===== config.mk =====
export PLATFORM = sky130hd
export DESIGN_NAME = booth_mult_sequencer_flat
export DESIGN_NICKNAME = d
export VERILOG_FILES = /design/src/rtl/booth_mult_sequencer_if.sv /design/src/rtl/booth_mult_sequencer.sv /design/src/flat_wrapper.sv
export SDC_FILE = /design/constraint.sdc
export NUM_CORES = 1
export LEC_CHECK = 0
export CAP_MARGIN = 40
export CORE_MARGIN = 2
export CORE_UTILIZATION = 60
export CTS_CLUSTER_SIZE = 10
export DETAILED_ROUTE_END_ITERATION = 8
export DONT_BUFFER_PORTS = 1
export PLACE_DENSITY = 0.76
export SKIP_CTS_REPAIR_TIMING = 1
export SLEW_MARGIN = 20
export SYNTH_ARGS = -nofsm -noshare
export SYNTH_HDL_FRONTEND = slang
export SYNTH_SLANG_ARGS = --single-unit

===== constraint.sdc =====
create_clock -name clk -period 7.7 [get_ports clk]
set_input_delay 1.54 -clock clk [delete_from_list [all_inputs] [get_ports clk]]
set_output_delay 1.54 -clock clk [all_outputs]
set_load 0.01 [all_outputs]

===== src/rtl/booth_mult_sequencer_if.sv =====
// rtl/booth_mult_sequencer_if.sv - operand/product handshake and multiplier-side bundle
interface booth_mult_sequencer_if #(
    parameter int WIDTH = 32
);
    logic                  in_valid;
    logic                  in_ready;
    logic [WIDTH-1:0]      in_a;
    logic [WIDTH-1:0]      in_b;
    logic [WIDTH-1:0]      mul_a;
    logic [WIDTH-1:0]      mul_b;
    logic                  mul_en;
    logic [2*WIDTH-1:0]    mul_result;
    logic                  out_valid;
    logic                  out_ready;
    logic [2*WIDTH-1:0]    out_product;
    logic                  busy;

    modport slave (
        input  in_valid, in_a, in_b, mul_result, out_ready,
        output in_ready, mul_a, mul_b, mul_en, out_valid, out_product, busy
    );

    modport master (
        output in_valid, in_a, in_b, mul_result, out_ready,
        input  in_ready, mul_a, mul_b, mul_en, out_valid, out_product, busy
    );
endinterface


===== src/rtl/booth_mult_sequencer.sv =====
// rtl/booth_mult_sequencer.sv - sequences one multiply at a time through a fixed-latency multiplier
// and buffers products in a 2-entry FIFO.
module booth_mult_sequencer #(
    parameter int WIDTH   = 32,
    parameter int LATENCY = 33
) (
    input  logic                  clk,
    input  logic                  reset,
    booth_mult_sequencer_if.slave bus
);
    typedef enum logic {IDLE, RUN} state_t;

    state_t               state_q, state_d;
    logic [7:0]           cnt_q, cnt_d;
    logic [WIDTH-1:0]     mul_a_q, mul_a_d;
    logic [WIDTH-1:0]     mul_b_q, mul_b_d;
    logic [2*WIDTH-1:0]   fifo_q [2];
    logic [2*WIDTH-1:0]   fifo_d [2];
    logic                 wr_ptr_q, wr_ptr_d;
    logic                 rd_ptr_q, rd_ptr_d;
    logic [1:0]           fcount_q, fcount_d;

    logic accept;
    logic push;
    logic pop;

    // in_ready is masked by reset so upstream never sees a ready sequencer while it is held.
    assign bus.in_ready    = !reset && (state_q == IDLE) && (fcount_q < 2'd2);
    assign bus.mul_a       = mul_a_q;
    assign bus.mul_b       = mul_b_q;
    assign bus.mul_en      = (state_q == RUN);
    assign bus.busy        = (state_q == RUN);
    assign bus.out_valid   = (fcount_q != 2'd0);
    assign bus.out_product = (fcount_q != 2'd0) ? fifo_q[rd_ptr_q] : '0;

    assign accept = bus.in_valid && bus.in_ready;
    assign pop    = bus.out_valid && bus.out_ready;

    always_comb begin
        state_d  = state_q;
        cnt_d    = cnt_q;
        mul_a_d  = mul_a_q;
        mul_b_d  = mul_b_q;
        push     = 1'b0;

        case (state_q)
            IDLE: begin
                if (accept) begin
                    mul_a_d = bus.in_a;
                    mul_b_d = bus.in_b;
                    cnt_d   = 8'(LATENCY - 1);
                    state_d = RUN;
                end
            end
            RUN: begin
                if (cnt_q != 8'd0) begin
                    cnt_d = cnt_q - 8'd1;
                end else begin
                    push    = 1'b1;
                    state_d = IDLE;
                end
            end
            default: state_d = IDLE;
        endcase
    end

    // Push writes the free slot while pop advances the head, so a same-edge push/pop keeps order.
    always_comb begin
        fifo_d   = fifo_q;
        wr_ptr_d = wr_ptr_q;
        rd_ptr_d = rd_ptr_q;
        fcount_d = fcount_q;

        if (push) begin
            fifo_d[wr_ptr_q] = bus.mul_result;
            wr_ptr_d         = !wr_ptr_q;
        end
        if (pop) begin
            rd_ptr_d = !rd_ptr_q;
        end
        if (push && !pop) begin
            fcount_d = fcount_q + 2'd1;
        end else if (pop && !push) begin
            fcount_d = fcount_q - 2'd1;
        end
    end

    always_ff @(posedge clk or posedge reset) begin
        if (reset) begin
            state_q   <= IDLE;
            cnt_q     <= 8'd0;
            mul_a_q   <= '0;
            mul_b_q   <= '0;
            fifo_q[0] <= '0;
            fifo_q[1] <= '0;
            wr_ptr_q  <= 1'b0;
            rd_ptr_q  <= 1'b0;
            fcount_q  <= 2'd0;
        end else begin
            state_q   <= state_d;
            cnt_q     <= cnt_d;
            mul_a_q   <= mul_a_d;
            mul_b_q   <= mul_b_d;
            fifo_q    <= fifo_d;
            wr_ptr_q  <= wr_ptr_d;
            rd_ptr_q  <= rd_ptr_d;
            fcount_q  <= fcount_d;
        end
    end
endmodule


===== src/flat_wrapper.sv =====
// flat-port wrapper written by rule: the top's interface ports become plain ports
module booth_mult_sequencer_flat 
#(
    parameter int WIDTH   = 32,
    parameter int LATENCY = 33
)
  (clk, reset, bus_in_valid, bus_in_a, bus_in_b, bus_mul_result, bus_out_ready, bus_in_ready, bus_mul_a, bus_mul_b, bus_mul_en, bus_out_valid, bus_out_product, bus_busy);
  booth_mult_sequencer_if #(.WIDTH(WIDTH)) bus_i ();
  input  logic clk;
  input  logic reset;
  input wire logic [$bits(bus_i.in_valid)-1:0] bus_in_valid;
  input wire logic [$bits(bus_i.in_a)-1:0] bus_in_a;
  input wire logic [$bits(bus_i.in_b)-1:0] bus_in_b;
  input wire logic [$bits(bus_i.mul_result)-1:0] bus_mul_result;
  input wire logic [$bits(bus_i.out_ready)-1:0] bus_out_ready;
  output wire logic [$bits(bus_i.in_ready)-1:0] bus_in_ready;
  output wire logic [$bits(bus_i.mul_a)-1:0] bus_mul_a;
  output wire logic [$bits(bus_i.mul_b)-1:0] bus_mul_b;
  output wire logic [$bits(bus_i.mul_en)-1:0] bus_mul_en;
  output wire logic [$bits(bus_i.out_valid)-1:0] bus_out_valid;
  output wire logic [$bits(bus_i.out_product)-1:0] bus_out_product;
  output wire logic [$bits(bus_i.busy)-1:0] bus_busy;
  assign bus_i.in_valid = bus_in_valid;
  assign bus_i.in_a = bus_in_a;
  assign bus_i.in_b = bus_in_b;
  assign bus_i.mul_result = bus_mul_result;
  assign bus_i.out_ready = bus_out_ready;
  assign bus_in_ready = bus_i.in_ready;
  assign bus_mul_a = bus_i.mul_a;
  assign bus_mul_b = bus_i.mul_b;
  assign bus_mul_en = bus_i.mul_en;
  assign bus_out_valid = bus_i.out_valid;
  assign bus_out_product = bus_i.out_product;
  assign bus_busy = bus_i.busy;
  booth_mult_sequencer #(.WIDTH(WIDTH), .LATENCY(LATENCY)) u_core (.clk(clk), .reset(reset), .bus(bus_i));
endmodule

Yosys cells after proc, flatten, opt, wreduce, memory -nomap -nowiden:

Cells that the tools add are included.

* multipliers: 0
* equality and inequality tests: 2
* div/mod/pow operators: 0
* reduce and logical (&&, ||, !) cells: 17
* muxes and demuxes: 17
* bitwise gates (word level): 3
* $lt $le $gt $ge: 4
* shifts and indexed selects: 0
* add/subtract/negate cells: 3

Operators by type and width (count)
* 64-bit two-way mux: 5
* 128-bit bitwise mux: 1
* 64-bit demux with 1-bit select: 1
* 8-bit two-way mux: 2
* 8-bit one-hot mux with 2 select lines: 1
* 8-bit nonzero test: 1
* 8-bit by 1-bit subtractor with 8-bit output, second input constant: 1
* 1-bit logical AND: 7
* 1-bit logical NOT: 5
* 2-bit greater-or-equal comparator, second input constant: 2
* 1-bit two-way mux: 4
* 2-bit two-way mux: 2
* 1-bit inverter with 2-bit output: 2
* 2-bit AND reduction: 2
* 2-bit nonzero test: 2
* 2-bit by 1-bit adder with 2-bit output, second input constant: 1
* 2-bit by 1-bit less-than comparator with 1-bit output, second input constant: 1
* 2-bit less-than comparator, second input constant: 1
* 2-bit by 1-bit != test with 1-bit output, second input constant: 1
* 2-bit != test, second input constant: 1
* 1-bit one-hot mux with 2 select lines: 1
* 2-bit by 1-bit subtractor with 2-bit output, second input constant: 1
* 1-bit inverter: 1

* ROM bits: 0
* RAM bits: 0
* word-level logic and storage cells: 55
* flip-flop bits (word level): 205
* input port bits: 132
* output and inout bits: 132
* latch bits: 0
* memories: 0

Depth between registers and ports, before layout:

Gate-level depths: netlist (run 1).

* word-level depth: 7
* gate-level depth with buffers: 8

Worst setup path after synthesis (run 1):

Ideal clock, no wire load.

* path type: input to output
* from: input reset
* to: output bus_in_ready
* path slack: 4.361 ns
* buffers on the path: 0
* data arrival time: 1.799 ns
* stages on the path: 1
* cells stage by stage: nor3_1

* word-level cells in the longest chain between the ends: 3

Ends and longest elaborated chain
* from (decl): line flat_wrapper.sv:10 `input logic reset;`
* 1-bit logical NOT (no source line)
* 1-bit logical AND (2 in a row): line booth_mult_sequencer.sv:28 `assign bus.in_ready = !reset && (state_q == IDLE) && (fcount_q < 2'd2);`
* to (decl): line flat_wrapper.sv:16 `output wire logic [$bits(bus_i.in_ready)-1:0] bus_in_ready;`

No other way between the ends.

Final worst setup path (run 1):

* from: register u_core.fcount_q[1]
* to: output bus_out_product[53]

* word-level cells in the longest chain between the ends: 2

Ends and longest elaborated chain
* from (decl): line booth_mult_sequencer.sv:21 `logic [1:0] fcount_q, fcount_d;`
* from (signal assigned): line booth_mult_sequencer.sv:107 `fcount_q <= fcount_d;`
* 2-bit nonzero test: line booth_mult_sequencer.sv:34 `assign bus.out_product = (fcount_q != 2'd0) ? fifo_q[rd_ptr_q] : '0;`
* 64-bit two-way mux: line booth_mult_sequencer.sv:34
* to (decl): line flat_wrapper.sv:21 `output wire logic [$bits(bus_i.out_product)-1:0] bus_out_product;`

No other way between the ends.

==> impl_results.md, run 1 <==
- Number of setup violations in the final report: 0
- Reg area: 5130 um^2
- Count of maximum capacitance violations: 0
- Dpl hpwl: 11.6 mm
- Cell row count: 44
- Worst hold path type: reg2reg
- Total grt overflow: 0
- DRC violations left: 0
- Avg Vias per Cell: 6.07
- Outcome: completed
- Final clock period utilization by the worst path: 0.501
- Kind of launch point of the worst setup path: flip-flop
- Die ar.: 15600 um^2
- Total nets after synthesis: 752
- Largest net degree at the start of global routing: 119
- Part of the power in registers: 0.471
- Type of the worst setup path: reg2out
- Clock transition at path regs: 0.05 ns
- Count of flip-flops with a built-in enable after synthesis: 0
- Kind of cell adding the most delay to the critical path: simple AND/OR/NAND/NOR gates
- Critical path buffer and inverter count: 1
- Violation count after the first detailed-route iteration: 308
- Number of nets at the end of the flow: 753
- Launch instance of the worst register-to-register path: u_core.cnt_q[0]
- Syn Area/Cell: 14.2 um^2
- Largest stage delay on the critical path: 0.67 ns
- Total of warnings raised by yosys: 0
- Total number of vias: 4889
- Number of port buffers: 0
- Critical Path Slowest Stage Cell: sky130_fd_sc_hd__nor2_4
- Number of global-route vias before repair: 5342
- Worst-Margin Slew: 0.832 ns
- Area growth syn-to-layout: 10.2%
- Leakage power: 4.62 nW
- Headroom to the max-slew limit: 0.444
- Reg2Reg Capture Point: u_core.fifo_q[63]
- Total power density per cell area: 400 nW/um^2
- WL final: 17.2 mm
- Final hold vios: 0
- Width of the die: 125 um
- Post-synthesis cell area: 8760 um^2
- Final setup TNS: 0 ns
- First-pass GRT wire length: 28.1 mm
- Average wire per cell in the routed design: 21.4 um
- Number of top-level design ports: 264
- Switching portion of total power: 0.336
- Number of antenna violations at the first check in global routing: 1
- Worst-case vdd ir drop: 0.240 mV
- Insertion delay to the later sink of the worst-skew pair: 0.50 ns
- Category of the worst setup path capture point: output pin
- Die height: 125 um
- Final critical path time including I/O delays and setup: 3.85 ns
- Cell internal pwr: 2.56 mW
- Total number of H-tree levels: 1
- Cell chain of the critical path: nor2_4, buf_4, nor2_1
- Register bit total from synthesis: 205
- Placed Instances: 774
- Share of synthesized area occupied by flip-flops and latches: 0.585
- Antenna fix cells: 0
- Maximum operating frequency: 259 MHz
- Initial core utilization: 0.607
- Share of layout cells above drive strength 1: 0.381
- Gp weighted congestion: 0.802
- Total clock sinks: 205
- Core Box Area: 14400 um^2
- Multi-input gate area: 3430 um^2
- Worst Reg-to-Reg Cells: 6
- Critical path data required time: 6.16 ns
- Residual antenna-violating net count after detailed routing: 0
- Critical Path Fanout Max: 34
- Endpoint, Worst Hold: u_core.fifo_q[114]
- Library cells used by synthesis: 36
- Max-slew violation total from the final report: 0
- Hold-critical path depth: 1
- Total track usage: 0.220
- Max Root-Sink Buffers: 3
- Fill cell count: 1042
- Number of buffers added by the clock tree synthesis step: 24
- Switching pwr: 1.30 mW
- Unrepaired setup endpoints after global routing: false
- Number of detailed-routing iterations run before antenna repair: 4
- Portion of total power attributed to combinational logic: 0.277
- Final Skew: 0.0172 ns
- Worst-case register-to-register setup slack: 5.01 ns
- Worst hold path startpoint: u_core.fifo_q[114]
- Utilization after layout: 0.669
- Clock root cell: sky130_fd_sc_hd__clkbuf_16
- Top FF cell, synth: sky130_fd_sc_hd__dfrtp_1
- Clock group share of total power: 0.252
- Non-filler cells, final: 806
- Post-synth ARST share: 1.00
- CP arrival: 2.31 ns
- Post-synthesis cell count: 618
- Clock tree from TritonCTS: built
## area by class of cell
type	count	area share
multi-input cells	370	0.355
repair buffers	12	0.0179
inverters	6	0.00311
flip-flops and latches	205	0.532
well taps	184	0.0238
clock buffers	29	0.0684
## cells in the mapped netlist, types with 2 or more instances
| master | n | area share |
|---|---|---|
| sky130_fd_sc_hd__a211o_1 | 2 | 0.0020 |
| sky130_fd_sc_hd__mux2_2 | 189 | 0.24 |
| sky130_fd_sc_hd__clkbuf_1 | 8 | 0.0034 |
| sky130_fd_sc_hd__buf_6 | 6 | 0.0077 |
| sky130_fd_sc_hd__ha_1 | 2 | 0.0029 |
| sky130_fd_sc_hd__xnor2_1 | 2 | 0.0020 |
| sky130_fd_sc_hd__a21oi_1 | 5 | 0.0029 |
| sky130_fd_sc_hd__xor2_1 | 3 | 0.0030 |
| sky130_fd_sc_hd__mux2_1 | 4 | 0.0051 |
| sky130_fd_sc_hd__or4_1 | 2 | 0.0017 |
| sky130_fd_sc_hd__dfrtp_1 | 205 | 0.59 |
| sky130_fd_sc_hd__or4b_2 | 2 | 0.0023 |
| sky130_fd_sc_hd__nor2_1 | 70 | 0.030 |
| sky130_fd_sc_hd__inv_1 | 6 | 0.0026 |
| sky130_fd_sc_hd__o21ai_0 | 3 | 0.0017 |
| sky130_fd_sc_hd__buf_1 | 9 | 0.0039 |
| sky130_fd_sc_hd__buf_2 | 12 | 0.0069 |
| sky130_fd_sc_hd__nand2_1 | 5 | 0.0021 |
| sky130_fd_sc_hd__mux2i_1 | 65 | 0.074 |
| sky130_fd_sc_hd__or3_1 | 2 | 0.0014 |
## state kept, by name, indices dropped and copies added (netlist names)
register          flops
u_core.rd_ptr_q       1
u_core.bus.busy       1
u_core.bus.mul_a     32
u_core.fifo_q       128
u_core.bus.mul_b     32
u_core.cnt_q          8
u_core.fcount_q       2
u_core.wr_ptr_q       1
## power by group through the flow
stage / sequential (mW) / clock [mW] / combinational [mW]
2_1_floorplan: 1.73 / 0 / 0.911
3_3_place_gp: 1.81 / 0 / 1.02
3_5_place_dp: 1.83 / 0 / 1.08
4_1_cts: 1.82 / 0.992 / 1.08
5_1_grt: 1.87 / 1.04 / 1.16
6_report: 1.82 / 0.973 / 1.07
## routing by layer
metal,vias up,global-route usage,part of all wire
met3,41,0.0666,0.085
li1,2162,-,-
met2,204,0.377,0.50
met1,2482,0.269,0.39
met4,0,0.0667,0.026
met5,-,0,0
## how the worst max path moves through the flow
stage / from / endpoint / cells past startpoint
floorplan: reset / u_core.bus.busy / 1
global placement: reset / bus_in_ready / 1
detailed placement: reset / bus_in_ready / 1
CTS: u_core.fcount_q[1] / bus_out_product[63] / 3
global route: u_core.fcount_q[1] / bus_out_product[53] / 3
finish: u_core.fcount_q[1] / bus_out_product[53] / 3
## cell usage in the layout (no fill, tap or decap), drive strengths merged
cell     count
a211o        2
a21oi        5
a32oi        1
buf         11
clkbuf      30
dfrtp      205
ha           2
inv          6
mux2       193
mux2i       65
nand2        5
nand2b       1
nand3        1
nand4b       1
nand4bb      1
nor2        70
nor3         2
nor4         1
nor4b        1
nor4bb       1
o21ai        3
o31ai        1
o41ai        1
or2b         1
or3          2
or4          3
or4b         2
xnor2        2
xor2         3
## cell families (layout without fill, tap and decap cells)
logic type               after synthesis  count (layout)  synth area share
AND/OR/NAND/NOR                       92              92            0.0491
AO/OA/AOI/OAI                         13              13           0.00942
multiplexers                         258             258             0.322
flip-flops                           205             205             0.585
XOR/XNOR                               5               5           0.00500
buffers and inverters                 43              47            0.0258
adder cells (fa/ha/maj)                2               2           0.00286
## through the flow
step | area (um^2) | total power, mW | setup WS (ns) | hold slack [ns]
floorplan | 8760 | 2.64 | 0.564 | 0.457
global placement | 8870 | 2.83 | 4.25 | 0.466
detailed placement | 8930 | 2.91 | 4.26 | 0.475
CTS | 9590 | 3.89 | 3.85 | 0.487
global route | 9650 | 4.07 | 3.76 | 0.514
finish | 9650 | 3.86 | 3.85 | 0.487
Power figures use the tool's default switching activity.
==> inputs of run 2 (changes only) <==
- ABC_AREA: not set -> 1
- CORE_UTILIZATION: 60 -> 57
- PLACE_DENSITY: 0.76 -> 0.75
- clock period: 7.7 -> 3.3 ns (I/O delays scaled with it)
==> impl_results.md, run 2 <==
- Outcome: completed (unchanged)
- Count of maximum capacitance violations: 0 (unchanged)
- Headroom to the max-slew limit: 0.464 (was 0.444)
- Maximum operating frequency: 374 MHz
- Max Root-Sink Buffers: 3 (unchanged)
- Kind of cell adding the most delay to the critical path: buffers and inverters (was simple AND/OR/NAND/NOR gates)
- Switching pwr: 4.81 mW (was 1.30 mW)
- Most area-hungry cell type in the Yosys netlist: sky130_fd_sc_hd__dfrtp_1 (unchanged)
- Worst hold path startpoint: bus_in_a[20] (was u_core.fifo_q[114])
- Die ar.: 17400 um^2 (was 15600 um^2)
- Final Skew: 0.00670 ns (was 0.0172 ns)
- Launch point of the critical path: u_core.rd_ptr_q (was u_core.fcount_q[1])
- Flip-flop count of the largest register after layout: 128 (unchanged)
- Critical path buffer and inverter count: 2 (was 1)
- Total power density per cell area: 1090 nW/um^2 (was 400 nW/um^2)
- Final critical path time including I/O delays and setup: 2.67 ns
- Total track usage: 0.265 (was 0.220)
- Core Box Area: 15900 um^2 (was 14400 um^2)
- Multiplexer area fraction after synthesis: 0 (was 0.322)
- Switching portion of total power: 0.436 (was 0.336)
- Register bit total from synthesis: 205 (unchanged)
- Share of synthesized area occupied by flip-flops and latches: 0.550 (was 0.585)
- Total nets after synthesis: 1292 (was 752)
- Library cells used by synthesis: 20 (was 36)
- Launch instance of the worst register-to-register path: u_core.cnt_q[0] (unchanged)
- Die height: 132 um (was 125 um)
- Initial core utilization: 0.585 (was 0.607)
- Largest net degree at the start of global routing: 85 (was 119)
- Largest register by flop count: u_core.fifo_q (unchanged)
- Number of detailed-routing iterations run before antenna repair: 5 (was 4)
- Utilization after layout: 0.633 (was 0.669)
- Total number of vias: 7874 (was 4889)
- Number of antenna violations at the first check in global routing: 0 (was 1)
- Main area contributors after synthesis: sky130_fd_sc_hd__dfrtp_1 55%, sky130_fd_sc_hd__nand2_1 22%, sky130_fd_sc_hd__nand4_1 8.9% (was sky130_fd_sc_hd__dfrtp_1 59%, sky130_fd_sc_hd__mux2_2 24%, sky130_fd_sc_hd__mux2i_1 7.4%)
- Crit path depth: 4 (was 3)
- Final hold vios: 0 (unchanged)
- Number of nets at the end of the flow: 1239 (was 753)
- Worst Reg-to-Reg Cells: 11 (was 6)
- Unrepaired setup endpoints after global routing: false (unchanged)
- Avg Vias per Cell: 5.94 (was 6.07)
- Kind of launch point of the worst setup path: flip-flop (unchanged)
- Arithmetic-cell share of the synthesized area counting full adders, half adders and majority gates: 0.00268 (was 0.00286)
- Most frequent cells after synthesis: 538 x sky130_fd_sc_hd__nand2_1, 205 x sky130_fd_sc_hd__dfrtp_1, 133 x sky130_fd_sc_hd__nand4_1 (was 205 x sky130_fd_sc_hd__dfrtp_1, 189 x sky130_fd_sc_hd__mux2_2, 70 x sky130_fd_sc_hd__nor2_1)
- Post-placement worst setup slack: 0.983 ns (was 4.26 ns)
- DRC violations left: 0 (unchanged)
- Leakage power: 5.10 nW (was 4.62 nW)
- Critical Path Slowest Stage Cell: sky130_fd_sc_hd__inv_2 (was sky130_fd_sc_hd__nor2_4)
- Clock group share of total power: 0.208 (was 0.252)
- Critical path data required time: 2.64 ns (was 6.16 ns)
- Largest stage delay on the critical path: 0.41 ns (was 0.67 ns)
- Residual antenna-violating net count after detailed routing: 0 (unchanged)
- Post-synthesis cell area: 9330 um^2 (was 8760 um^2)
- Number of setup violations in the final report: 0 (unchanged)
- WL final: 23.6 mm (was 17.2 mm)
- Dpl hpwl: 14.4 mm (was 11.6 mm)
- Commonest non-fill, non-tap cell in the layout: sky130_fd_sc_hd__nand2_1 (was sky130_fd_sc_hd__dfrtp_1)
- Syn Area/Cell: 8.05 um^2 (was 14.2 um^2)
- Total clock sinks: 205 (unchanged)
- Hold-critical path depth: 2 (was 1)
- Clock transition at path regs: 0.06 ns (was 0.05 ns)
- Cell chain of the critical path: inv_2, buf_12, nand2_1, a21oi_1 (was nor2_4, buf_4, nor2_1)
- Worst hold path type: in2reg (was reg2reg)
- Average wire per cell in the routed design: 17.8 um (was 21.4 um)
- Width of the die: 132 um (was 125 um)
- Post-Synth XOR/XNOR Area: 0.00470 (was 0.00500)
- Post-synthesis cell count: 1158 (was 618)
- Insertion delay to the later sink of the worst-skew pair: 0.50 ns (about the same)
- Share of Yosys cell area claimed by the top area cell type: 0.550 (was 0.585)
- Violation count after the first detailed-route iteration: 641 (was 308)
- Fill cell count: 1389 (was 1042)
- Top-count cell post-synth: sky130_fd_sc_hd__nand2_1 (was sky130_fd_sc_hd__dfrtp_1)
- Total grt overflow: 0 (unchanged)
- Max-slew violation total from the final report: 0 (unchanged)
- Worst-case register-to-register setup slack: 0.97 ns (was 5.01 ns)
- Reg area: 5140 um^2 (was 5130 um^2)
- Clock root cell: sky130_fd_sc_hd__clkbuf_16 (unchanged)
- PnR worst setup slack: 0.625 ns (was 3.85 ns)
- Part of the power in registers: 0.432 (was 0.471)
- Gp weighted congestion: 0.839 (was 0.802)
- CP arrival: 2.01 ns (was 2.31 ns)
- Type of the worst setup path: reg2out (unchanged)
- Simple logic cell fraction of the synthesized area: 0.352 (was 0.0491)
- Area growth syn-to-layout: 8.20% (was 10.2%)
- Number of top-level design ports: 264 (unchanged)
- Final clock period utilization by the worst path: 0.811
- Antenna fix cells: 0 (unchanged)
- Portion of total power attributed to combinational logic: 0.359 (was 0.277)
- Top FF cell, synth: sky130_fd_sc_hd__dfrtp_1 (unchanged)
- Total of warnings raised by yosys: 0 (unchanged)
- Worst-case vdd ir drop: 0.575 mV (was 0.240 mV)
- Largest family of logic cells by synthesized area: simple AND/OR/NAND/NOR gates (was multiplexers)
- Cell internal pwr: 6.22 mW (was 2.56 mW)
- Multi-input gate area: 3730 um^2 (was 3430 um^2)
- Worst-Margin Slew: 0.804 ns (was 0.832 ns)
- Number of global-route vias before repair: 7371 (was 5342)
- Clock tree from TritonCTS: built (unchanged)
- Most used cells in the layout excluding fill and tap cells: 537 x sky130_fd_sc_hd__nand2_1, 202 x sky130_fd_sc_hd__dfrtp_1, 133 x sky130_fd_sc_hd__nand4_1 (was 204 x sky130_fd_sc_hd__dfrtp_1, 189 x sky130_fd_sc_hd__mux2_2, 69 x sky130_fd_sc_hd__nor2_1)
- First-pass GRT wire length: 38.1 mm (was 28.1 mm)
- Number of port buffers: 0 (unchanged)
- Total number of H-tree levels: 1 (unchanged)
- Critical Path Fanout Max: 40 (was 34)
- Category of the worst setup path capture point: output pin (unchanged)
- Count of flip-flops with a built-in enable after synthesis: 0 (unchanged)
- Post-synth ARST share: 1.00 (unchanged)
- Cell row count: 46 (was 44)
- Share of layout cells above drive strength 1: 0.0532 (was 0.381)
- Share of the synthesized area in compound gates (AO/OA/AOI/OAI): 0.0382 (was 0.00942)
- Power Total: 11.0 mW (was 3.86 mW)
- Number of buffers added by the clock tree synthesis step: 24 (unchanged)
-- run 2: cell types whose count changed in the layout (fill, tap and decap cells not counted), moves of 9 or more --
cell,before,now
sky130_fd_sc_hd__a21oi_1,5,66
sky130_fd_sc_hd__nand2_1,5,537
sky130_fd_sc_hd__mux2_2,189,0
sky130_fd_sc_hd__nor2_1,69,10
sky130_fd_sc_hd__nand3_1,0,69
sky130_fd_sc_hd__buf_4,6,15
sky130_fd_sc_hd__inv_1,5,16
sky130_fd_sc_hd__mux2i_1,65,0
sky130_fd_sc_hd__nand4_1,0,133
-- run 2: metal layers --
| metal | up-vias | global-route usage | wire length (um) |
|---|---|---|---|
| li1 | 3704 | - | - |
| met1 | 3751 | 0.348 | 9250 |
| met2 | 387 | 0.438 | 11500 |
| met3 | 32 | 0.0704 | 2450 |
| met4 | 0 | 0.0743 | 438 |
| met5 | - | 0 | 0 |
-- run 2: final timing paths --
kind | endpoint
setup / recovery | bus_out_product[40]
hold / removal | u_core.bus.mul_a[20]
setup reg to reg | u_core.fcount_q[1]
hold reg to reg | u_core.fifo_q[72]
max in group asynchronous | u_core.fifo_q[119]
min in group asynchronous | u_core.fifo_q[21]
-- run 2: layout make-up --
class,instances,share of cell area
inverters,19,0.00744
clock buffers,30,0.0648
flip-flops and latches,205,0.509
repair buffers,21,0.0221
multi-input cells,834,0.370
well taps,216,0.0268
-- run 2: power by group through the flow --
stage | Sequential [mW] | Combinational, mW | Clock, mW
2_1_floorplan | 4.48 | 3.24 | 0
3_3_place_gp | 4.76 | 3.86 | 0
3_5_place_dp | 4.77 | 3.99 | 0
4_1_cts | 4.76 | 3.98 | 2.33
5_1_grt | 4.91 | 4.47 | 2.45
6_report | 4.77 | 3.96 | 2.30
-- run 2: through the flow --
step           instance area (um^2)  cells  setup TNS, ns  hold WS, ns
2_1_floorplan                  9330   1158          -3.75        0.442
3_3_place_gp                   9410   1293              0        0.453
3_5_place_dp                   9410   1293              0        0.458
4_1_cts                       10100   1323              0        0.175
5_1_grt                       10100   1325              0        0.284
6_report                      10100   1325              0        0.299
-- run 2: cell families after synthesis --
| kind of cell | count (synthesis) |
|---|---|
| AND/OR/NAND/NOR | 756 |
| flip-flops | 205 |
| buffers and inverters | 119 |
| AO/OA/AOI/OAI | 71 |
| XOR/XNOR | 5 |
| adder cells (fa/ha/maj) | 2 |
-- run 2: worst reg2reg max path, cell delays in order, from the launching register on --
cell                      delay (ns)
sky130_fd_sc_hd__dfrtp_1        0.38
sky130_fd_sc_hd__inv_1          0.11
sky130_fd_sc_hd__ha_1           0.24
sky130_fd_sc_hd__inv_1          0.10
sky130_fd_sc_hd__nor3_4         0.26
sky130_fd_sc_hd__buf_4          0.32
sky130_fd_sc_hd__nand2_1        0.11
sky130_fd_sc_hd__inv_1          0.07
sky130_fd_sc_hd__ha_1           0.24
sky130_fd_sc_hd__a21oi_1        0.13
sky130_fd_sc_hd__o21ai_0        0.12
sky130_fd_sc_hd__xnor2_1        0.14
==> inputs of run 3 (changes only) <==
- CORE_UTILIZATION: 57 -> 60
- PLACE_DENSITY: 0.75 -> 0.76
- clock period: 3.3 -> 2.51 ns (I/O delays scaled with it)
==> impl_results.md, run 3 (synthesized netlist as in run 2, its figures left out) <==
- Outcome: completed (unchanged)
- Area growth syn-to-layout: 7.85% (was 8.20%)
- Cell row count: 45 (was 46)
- PnR worst setup slack: 0.145 ns (was 0.625 ns)
- Headroom to the max-slew limit: 0.470 (was 0.464)
- Total power density per cell area: 1440 nW/um^2 (was 1090 nW/um^2)
- Reg area: 5140 um^2 (unchanged)
- Share of layout cells above drive strength 1: 0.0540 (was 0.0532)
- Total number of vias: 7732 (was 7874)
- Number of port buffers: 0 (unchanged)
- Insertion delay to the later sink of the worst-skew pair: 0.50 ns (about the same)
- Cell internal pwr: 8.14 mW (was 6.22 mW)
- Kind of launch point of the worst setup path: flip-flop (unchanged)
- Residual antenna-violating net count after detailed routing: 0 (unchanged)
- Number of setup violations in the final report: 0 (unchanged)
- Switching portion of total power: 0.436 (about the same)
- Initial core utilization: 0.613 (was 0.585)
- DRC violations left: 0 (unchanged)
- Antenna fix cells: 0 (unchanged)
- Maximum operating frequency: 423 MHz
- Leakage power: 5.10 nW (about the same)
- Placed Instances: 1267 (was 1293)
- Average wire per cell in the routed design: 17.9 um (was 17.8 um)
- Power Total: 14.4 mW (was 11.0 mW)
- Switching pwr: 6.30 mW (was 4.81 mW)
- Count of maximum capacitance violations: 0 (unchanged)
- CP arrival: 1.86 ns (was 2.01 ns)
- Worst hold path type: in2reg (unchanged)
- Type of the worst setup path: reg2out (unchanged)
- Multi-input gate area: 3730 um^2 (unchanged)
- Number of antenna violations at the first check in global routing: 0 (unchanged)
- Clock root cell: sky130_fd_sc_hd__clkbuf_16 (unchanged)
- Commonest non-fill, non-tap cell in the layout: sky130_fd_sc_hd__nand2_1 (unchanged)
- Number of global-route vias before repair: 7272 (was 7371)
- Final hold vios: 0 (unchanged)
- Clock transition at path regs: 0.06 ns (about the same)
- Unrepaired setup endpoints after global routing: false (unchanged)
- Total number of H-tree levels: 1 (unchanged)
- Fill cell count: 1240 (was 1389)
- Avg Vias per Cell: 5.95 (was 5.94)
- Die height: 129 um (was 132 um)
- Die ar.: 16600 um^2 (was 17400 um^2)
- Clock group share of total power: 0.207 (was 0.208)
- Number of buffers added by the clock tree synthesis step: 24 (unchanged)
- Non-filler cells, final: 1299 (was 1325)
- WL final: 23.2 mm (was 23.6 mm)
- Flip-flop count of the largest register after layout: 128 (unchanged)
- Category of the worst setup path capture point: output pin (unchanged)
- Part of the power in registers: 0.434 (was 0.432)
- Core Box Area: 15200 um^2 (was 15900 um^2)
- Final Skew: 0.0169 ns (was 0.00670 ns)
- Number of detailed-routing iterations run before antenna repair: 6 (was 5)
- Violation count after the first detailed-route iteration: 690 (was 641)
- Width of the die: 129 um (was 132 um)
- Dpl hpwl: 13.9 mm (was 14.4 mm)
- Portion of total power attributed to combinational logic: 0.359 (about the same)
- Gp weighted congestion: 0.789 (was 0.839)
- Max Root-Sink Buffers: 3 (unchanged)
- Max-slew violation total from the final report: 0 (unchanged)
- Utilization after layout: 0.662 (was 0.633)
- Largest register by flop count: u_core.fifo_q (unchanged)
- Number of top-level design ports: 264 (unchanged)
- Total grt overflow: 0 (unchanged)
- Worst-case vdd ir drop: 0.748 mV (was 0.575 mV)
- Number of nets at the end of the flow: 1240 (was 1239)
- Largest net degree at the start of global routing: 77 (was 85)
- Critical Path Fanout Max: 41 (was 40)
- Total track usage: 0.274 (was 0.265)
- Worst-Margin Slew: 0.796 ns (was 0.804 ns)
- Final critical path time including I/O delays and setup: 2.36 ns
- Total clock sinks: 205 (unchanged)
- Final clock period utilization by the worst path: 0.942
- First-pass GRT wire length: 36.7 mm (was 38.1 mm)
- Most used cells in the layout excluding fill and tap cells: 537 x sky130_fd_sc_hd__nand2_1, 202 x sky130_fd_sc_hd__dfrtp_1, 133 x sky130_fd_sc_hd__nand4_1 (unchanged)
- Clock tree from TritonCTS: built (unchanged)
- Post-placement worst setup slack: 0.378 ns (was 0.983 ns)
- Critical path data required time: 2.01 ns (was 2.64 ns)
[run 3: cell count changes in the layout (fill, tap and decap cells not counted)]
cell / previous run / this run
sky130_fd_sc_hd__buf_4: 15 / 16
sky130_fd_sc_hd__clkinv_2: 0 / 1
sky130_fd_sc_hd__clkbuf_1: 4 / 5
sky130_fd_sc_hd__clkbuf_8: 1 / 0
[run 3: cell type report]
cell class                 instances  area share
inverter                          19     0.00746
clock buffer                      30      0.0641
timing repair buffer              22      0.0229
tap                              188      0.0234
clock inverter                     1    0.000498
sequential                       205       0.511
multi-input combinational        834       0.371
[run 3: power groups by stage]
stage	Sequential, mW	Combinational, mW	Clock [mW]
3_3_place_gp	6.25	5.05	0
2_1_floorplan	5.89	4.26	0
3_5_place_dp	6.26	5.21	0
5_1_grt	6.44	5.87	3.19
4_1_cts	6.25	5.20	3.06
6_report	6.26	5.19	2.99
[run 3: path summary, 6_finish.rpt]
| path | from | endpoint | slack [ns] | cells past startpoint |
|---|---|---|---|---|
| worst max-delay path | u_core.rd_ptr_q | bus_out_product[22] | 0.15 | 4 |
| worst min-delay path | bus_in_b[15] | u_core.bus.mul_b[15] | 0.14 | 2 |
| worst max register to register | u_core.cnt_q[0] | u_core.fifo_q[97] | 0.26 | 8 |
| worst min register to register | u_core.fifo_q[7] | u_core.fifo_q[7] | 0.47 | 2 |
| max in group asynchronous | reset | u_core.fifo_q[119] | 1.17 | 3 |
| min in group asynchronous | reset | u_core.fifo_q[22] | 0.57 | 2 |
[run 3: critical path, stage by stage (launching register included)]
cell and delay, ns:
sky130_fd_sc_hd__dfrtp_2 0.42, sky130_fd_sc_hd__inv_2 0.06, sky130_fd_sc_hd__buf_4 0.42, sky130_fd_sc_hd__nand2_1 0.09
sky130_fd_sc_hd__a21oi_1 0.36
[run 3: stage by stage]
| stage | instance area, um^2 | TNS [ns] | hold slack [ns] |
|---|---|---|---|
| finish | 10100 | 0 | 0.138 |
| global route | 10100 | 0 | 0.130 |
| CTS | 10000 | 0 | -0.0464 |
| detailed placement | 9400 | 0 | 0.458 |
| global placement | 9400 | 0 | 0.453 |
| floorplan | 9330 | -133.31 | 0.442 |
[run 3: metal layers]
layer,GRT usage,vias to the layer above,part of all wire
li1,-,3692,-
met1,0.368,3629,0.40
met2,0.439,362,0.48
met3,0.0665,49,0.091
met4,0.0997,0,0.029
met5,0,-,0
